`src/rtl/sample_display_driver_if.sv`:
```
// Sample handshake between a signed-sample source and the display driver.
// Source drives enable/valid/data; the driver answers with ready.
interface sample_display_driver_if #(
  parameter int WIDTH = 8
);
  logic             enable;
  logic             sample_valid;
  logic [WIDTH-1:0] sample_in;
  logic             sample_ready;

  modport master (
    output enable,
    output sample_valid,
    output sample_in,
    input  sample_ready
  );

  modport slave (
    input  enable,
    input  sample_valid,
    input  sample_in,
    output sample_ready
  );
endinterface

```
`src/rtl/sample_display_driver.sv`:
```
// Signed sample to four active-low 7-segment displays.
// Sign on HEX3, decimal magnitude on HEX2..HEX0 via serial double dabble.
module sample_display_driver #(
  parameter int WIDTH       = 8,
  parameter int HOLD_CYCLES = 0
) (
  input  logic                    Clk,
  input  logic                    Reset,
  sample_display_driver_if.slave  s,
  output logic                    busy,
  output logic [6:0]              HEX0,
  output logic [6:0]              HEX1,
  output logic [6:0]              HEX2,
  output logic [6:0]              HEX3
);
  localparam int CW = $clog2(WIDTH);
  localparam int HW = (HOLD_CYCLES > 1) ? $clog2(HOLD_CYCLES) : 1;

  localparam logic [6:0] SEG_BLANK = 7'b1111111;
  localparam logic [6:0] SEG_MINUS = 7'b0111111;
  localparam logic [6:0] SEG_ZERO  = 7'b1000000;

  typedef enum logic [1:0] {
    IDLE,
    CONVERT,
    LATCH,
    HOLD
  } state_t;

  state_t           state_q, state_d;
  logic             neg_q, neg_d;
  logic [WIDTH-1:0] mag_q, mag_d;
  logic [11:0]      bcd_q, bcd_d;
  logic [CW-1:0]    cnt_q, cnt_d;
  logic [HW-1:0]    hold_q, hold_d;
  logic [6:0]       hex0_q, hex0_d;
  logic [6:0]       hex1_q, hex1_d;
  logic [6:0]       hex2_q, hex2_d;
  logic [6:0]       hex3_q, hex3_d;
  logic             accept;

  function automatic logic [6:0] seg(input logic [3:0] d);
    logic [6:0] r;
    case (d)
      4'd0:    r = 7'b1000000;
      4'd1:    r = 7'b1111001;
      4'd2:    r = 7'b0100100;
      4'd3:    r = 7'b0110000;
      4'd4:    r = 7'b0011001;
      4'd5:    r = 7'b0010010;
      4'd6:    r = 7'b0000010;
      4'd7:    r = 7'b1111000;
      4'd8:    r = 7'b0000000;
      4'd9:    r = 7'b0010000;
      default: r = SEG_BLANK;
    endcase
    return r;
  endfunction

  function automatic logic [11:0] add3(input logic [11:0] b);
    logic [11:0] r;
    r = b;
    for (int i = 0; i < 3; i++) begin
      if (r[4*i +: 4] >= 4'd5) r[4*i +: 4] = r[4*i +: 4] + 4'd3;
    end
    return r;
  endfunction

  assign s.sample_ready = s.enable & (state_q == IDLE);
  assign accept         = s.sample_valid & s.sample_ready;
  assign busy           = (state_q != IDLE);
  assign HEX0           = hex0_q;
  assign HEX1           = hex1_q;
  assign HEX2           = hex2_q;
  assign HEX3           = hex3_q;

  // Next-state: capture, shift-add-3 per bit, latch digits, then hold.
  always_comb begin
    state_d = state_q;
    neg_d   = neg_q;
    mag_d   = mag_q;
    bcd_d   = bcd_q;
    cnt_d   = cnt_q;
    hold_d  = hold_q;
    hex0_d  = hex0_q;
    hex1_d  = hex1_q;
    hex2_d  = hex2_q;
    hex3_d  = hex3_q;
    case (state_q)
      IDLE: begin
        if (accept) begin
          neg_d   = s.sample_in[WIDTH-1];
          mag_d   = s.sample_in[WIDTH-1] ?
                    (~s.sample_in + WIDTH'(1)) : s.sample_in;
          bcd_d   = '0;
          cnt_d   = '0;
          state_d = CONVERT;
        end
      end
      CONVERT: begin
        {bcd_d, mag_d} = {add3(bcd_q), mag_q} << 1;
        cnt_d = cnt_q + CW'(1);
        if (int'(cnt_q) == WIDTH - 1) state_d = LATCH;
      end
      LATCH: begin
        hex0_d = seg(bcd_q[3:0]);
        hex1_d = (bcd_q[11:4] == 8'd0) ? SEG_BLANK : seg(bcd_q[7:4]);
        hex2_d = (bcd_q[11:8] == 4'd0) ? SEG_BLANK : seg(bcd_q[11:8]);
        hex3_d = neg_q ? SEG_MINUS : SEG_BLANK;
        hold_d = '0;
        if (HOLD_CYCLES == 0) state_d = IDLE;
        else                  state_d = HOLD;
      end
      HOLD: begin
        if (int'(hold_q) == HOLD_CYCLES - 1) state_d = IDLE;
        else                                 hold_d  = hold_q + HW'(1);
      end
      default: state_d = IDLE;
    endcase
  end

  // State and display registers; reset aborts any conversion at once.
  always_ff @(posedge Clk or posedge Reset) begin
    if (Reset) begin
      state_q <= IDLE;
      neg_q   <= 1'b0;
      mag_q   <= '0;
      bcd_q   <= '0;
      cnt_q   <= '0;
      hold_q  <= '0;
      hex0_q  <= SEG_ZERO;
      hex1_q  <= SEG_BLANK;
      hex2_q  <= SEG_BLANK;
      hex3_q  <= SEG_BLANK;
    end else begin
      state_q <= state_d;
      neg_q   <= neg_d;
      mag_q   <= mag_d;
      bcd_q   <= bcd_d;
      cnt_q   <= cnt_d;
      hold_q  <= hold_d;
      hex0_q  <= hex0_d;
      hex1_q  <= hex1_d;
      hex2_q  <= hex2_d;
      hex3_q  <= hex3_d;
    end
  end
endmodule

```
`src/flat_wrapper.sv`:
```
// flat-port wrapper written by rule: the top's interface ports become plain ports
module sample_display_driver_flat 
#(
  parameter int WIDTH       = 8,
  parameter int HOLD_CYCLES = 0
)
  (Clk, Reset, busy, HEX0, HEX1, HEX2, HEX3, s_enable, s_sample_valid, s_sample_in, s_sample_ready);
  sample_display_driver_if #(.WIDTH(WIDTH)) s_i ();
  input  logic Clk;
  input  logic Reset;
  output logic busy;
  output logic [6:0] HEX0;
  output logic [6:0] HEX1;
  output logic [6:0] HEX2;
  output logic [6:0] HEX3;
  input wire logic [$bits(s_i.enable)-1:0] s_enable;
  input wire logic [$bits(s_i.sample_valid)-1:0] s_sample_valid;
  input wire logic [$bits(s_i.sample_in)-1:0] s_sample_in;
  output wire logic [$bits(s_i.sample_ready)-1:0] s_sample_ready;
  assign s_i.enable = s_enable;
  assign s_i.sample_valid = s_sample_valid;
  assign s_i.sample_in = s_sample_in;
  assign s_sample_ready = s_i.sample_ready;
  sample_display_driver #(.WIDTH(WIDTH), .HOLD_CYCLES(HOLD_CYCLES)) u_core (.Clk(Clk), .Reset(Reset), .s(s_i), .busy(busy), .HEX0(HEX0), .HEX1(HEX1), .HEX2(HEX2), .HEX3(HEX3));
endmodule
```
`config.mk`:
```
export PLATFORM = sky130hd
export DESIGN_NAME = sample_display_driver_flat
export DESIGN_NICKNAME = d
export VERILOG_FILES = /design/src/rtl/sample_display_driver_if.sv /design/src/rtl/sample_display_driver.sv /design/src/flat_wrapper.sv
export SDC_FILE = /design/constraint.sdc
export NUM_CORES = 1
export LEC_CHECK = 0
export ABC_AREA = 1
export BUFFER_PORTS_ARGS = -buffer_cell sky130_fd_sc_hd__buf_4
export CAP_MARGIN = 15
export CORE_MARGIN = 5
export CORE_UTILIZATION = 55
export CTS_CLUSTER_SIZE = 40
export DETAILED_ROUTE_END_ITERATION = 12
export HOLD_SLACK_MARGIN = 0.02
export PLACE_DENSITY = 0.85
export SETUP_SLACK_MARGIN = 0.02
export SLEW_MARGIN = 25
export SYNTH_ARGS = -nofsm -noshare
export SYNTH_HDL_FRONTEND = slang
export SYNTH_SLANG_ARGS = --single-unit
```
`constraint.sdc`:
```
create_clock -name Clk -period 3.55 [get_ports Clk]
set_input_delay 0.1775 -clock Clk [delete_from_list [all_inputs] [get_ports Clk]]
set_output_delay 0.1775 -clock Clk [all_outputs]
set_load 0.02 [all_outputs]
```
==> results.py <==
metrics = {
    "layout": {
        "fin_nets": 424,
        "area_growth_pct": 14.4,
        "n_fill_cell": 464,
        "n_antenna_cell": 0,
        "drive_gt1_share_pct": 20.8,
    },
    "worst_setup_path": {
        "regToRegEndpoint": "u_core.HEX0[0]$_DFFE_PP0N_",
        "worstPathArrival_ps": 1980,
        "cp-end-kind": "flop",
        "cp.required_ps": 3730,
        "rrSetupSlack_ps": 1750,
        "worst-setup-path-type": "reg -> reg",
        "reg2reg_depth": 6,
        "rr_startpoint": "u_core.state_q[0]$_DFFE_PP0P_",
        "crit_fanout": 23,
        "cp-start-kind": "flop",
    },
    "timing": {
        "maxSlewHeadroom_pct": 60.9,
        "rsz0062_at_grt": "no",
        "period_minus_slack_ps": 1800,
        "worst_slack_ps": 1750,
        "tightestPinTransition_ps": 587,
        "clock-skew-final_ps": 11.2,
        "drv_slew": 0,
        "tns_ps": 0,
        "max_freq_ghz": 0.556,
        "period_share_pct": 50.6,
        "finalHoldViolCount": 0,
        "setup_viol": 0,
    },
    "detailed_routing": {
        "vias": 2378,
        "drt-initial-drc-count": 136,
        "drcViolationCount": 0,
        "routedWlPerCell_um": 12.2,
        "routed_wl_mm": 5.61,
        "vias_per_cell": 5.17,
        "ant_nets": 0,
        "drt_first_pass_iters": 4,
    },
    "clocking": {
        "cts_resized": 0,
        "tritoncts": "done",
        "cts_root_buffer": "clkbuf_8",
        "cts.hold.buffers_added": 0,
        "clk_pin_slew_ps": 90,
        "clock-sinks": 48,
        "cts_buffer_depth": 2,
        "worstSkewPairLatency_ps": 300,
        "h-tree-depth": 2,
        "cts_setup_buffers": 0,
        "cts_buffers": 5,
    },
    "synthesis": {
        "synth-seq-area-share_pct": 42.8,
        "synth_area_leaders": "dfrtp_1 (28%), dfstp_2 (15%), ha_1 (10%)",
        "yosys.area.top_type": "dfrtp_1",
        "synth_cells": 355,
        "synth_area_per_cell_um2": 8.04,
        "synth.distinct_cells": 32,
        "yosysWarnings": 0,
        "async_flop_share_pct": 100,
        "synth_top_area_share_pct": 28.1,
        "ys_ff_latch": 48,
        "synth_area_mm2": 0.00285,
        "synth_ff_type": "dfrtp_1",
        "synth_edf_count": 0,
    },
    "global_routing": {
        "grt_overflow": 0,
        "grt_antenna_before_repair": 0,
        "grt_pass1_wl_mm": 10.2,
        "grt_usage_pct": 19.1,
        "grt_max_degree": 49,
        "grt_pass1_vias": 2363,
    },
    "floorplanning": {
        "die_y_um": 82.0,
        "pin_count": 42,
        "die_area_mm2": 0.00673,
        "rows": 26,
        "start_util_pct": 56.2,
        "fp.dieW_um": 82.0,
        "core_mm2": 0.00507,
    },
    "placement": {
        "place_ws_ps": 1770,
        "dp_hpwl_mm": 4.09,
        "io_buffers": 35,
        "place.gp.congestion": 0.880,
    },
    "flow_run": {
        "drv_cap": 0,
    },
    "power": {
        "p_per_area_mw_per_mm2": 949,
        "leakagePower_uw": 0.00165,
        "irDropWorstVdd_uv": 321,
    },
    "outcome": {
        "status": "finished clean",
    },
    "hold_path": {
        "hp-class": "in -> async",
    },
}
cell usage in the layout, fill, tap and decap left out, types with 4 or more instances in the layout:
| cell | n |
|---|---|
| ha_1 | 23 |
| nand3_1 | 16 |
| buf_4 | 37 |
| a21oi_1 | 17 |
| dfstp_2 | 16 |
| o211ai_1 | 4 |
| a21oi_2 | 5 |
| nor2_1 | 50 |
| o22ai_1 | 6 |
| conb_1 | 6 |
| nand2_1 | 76 |
| o21ai_0 | 30 |
| clkbuf_8 | 7 |
| inv_1 | 36 |
| dfrtp_1 | 32 |
worst max path at each step:
stage / from / endpoint / slack (ps) / cells after the start
floorplan: u_core.state_q[0]$_DFFE_PP0P_ / u_core.bcd_q[7]$_DFFE_PP0P_ / 2070 / 10
global placement: u_core.state_q[0]$_DFFE_PP0P_ / u_core.HEX0[5]$_DFFE_PP0N_ / 1840 / 6
detailed placement: u_core.state_q[0]$_DFFE_PP0P_ / u_core.HEX0[0]$_DFFE_PP0N_ / 1770 / 6
CTS: u_core.state_q[0]$_DFFE_PP0P_ / u_core.HEX0[0]$_DFFE_PP0N_ / 1750 / 6
global route: u_core.state_q[0]$_DFFE_PP0P_ / u_core.HEX0[2]$_DFFE_PP0N_ / 1530 / 6
finish: u_core.state_q[0]$_DFFE_PP0P_ / u_core.HEX0[0]$_DFFE_PP0N_ / 1750 / 6
power by group:
part / switching, µW / internal (µW) / total [µW]
registers: 189 / 861 / 1050
clock network: 179 / 249 / 427
logic: 1020 / 603 / 1620
worst max-delay path: stages, from the launching register on:
cell and delay, ps:
dfrtp_1 420, inv_1 90, ha_1 140, buf_4 250, inv_1 240, nor2_1 390, a21oi_1 130
sequential cells by signal (all words and copies together) (netlist names):
name / count
u_core.HEX2: 7
u_core.HEX3: 1
u_core.state_q: 2
u_core.HEX1: 7
u_core.neg_q: 1
u_core.cnt_q: 3
u_core.mag_q: 8
u_core.HEX0: 7
u_core.bcd_q: 12
synthesized netlist by cell type, types with 4 or more instances:
| cell type | n |
|---|---|
| nand2_1 | 76 |
| nor2_1 | 50 |
| inv_1 | 37 |
| dfrtp_1 | 32 |
| o21ai_0 | 30 |
| ha_1 | 23 |
| a21oi_1 | 17 |
| dfstp_2 | 16 |
| nand3_1 | 16 |
| buf_4 | 6 |
| o22ai_1 | 6 |
| a21oi_2 | 5 |
| buf_2 | 5 |
| o211ai_1 | 4 |
metal layers:
layer,GRT usage [%],vias up,part of all wire (%)
li1,-,1198,-
met1,23.3,1124,44
met2,33.8,50,50
met3,3.51,6,4.5
met4,5.81,0,1.4
met5,0,-,0
through the flow:
step / power, µW / area [µm²] / util (%) / hold slack (ps) / std cells
2_1_floorplan: 2240 / 2870 / - / 328 / 360
3_3_place_gp: 2610 / 3140 / 61.8 / 362 / 452
3_5_place_dp: 2670 / 3140 / 61.8 / 389 / 452
4_1_cts: 3120 / 3260 / 64.3 / 55.3 / 460
5_1_grt: 3410 / 3260 / 64.3 / 95.6 / 460
6_report: 3100 / 3260 / 64.3 / 24.7 / 460
kinds of logic after synthesis:
logic type | count (synthesis) | share of synthesized area, %
AOI/OAI and AO/OA | 75 | 15.6
xor gates and xnor gates | 1 | 0.307
adders and majority gates | 23 | 10.1
buffers and inverters | 55 | 8.77
DFF | 48 | 42.8
muxes | 1 | 0.395
other | 1 | 0.131
and+or+nand+nor | 151 | 21.9
layout make-up:
| cell class | instances | area, µm² | share of cell area (%) |
|---|---|---|---|
| multi-input combinational | 257 | 1400 | 42.9 |
| sequential | 48 | 1220 | 37.4 |
| timing repair buffer | 37 | 278 | 8.51 |
| inverter | 40 | 150 | 4.60 |
| clock buffer | 7 | 96.3 | 2.95 |
| tap | 70 | 87.6 | 2.68 |
| clock inverter | 1 | 30.0 | 0.920 |
Power figures use the tool's default switching activity.
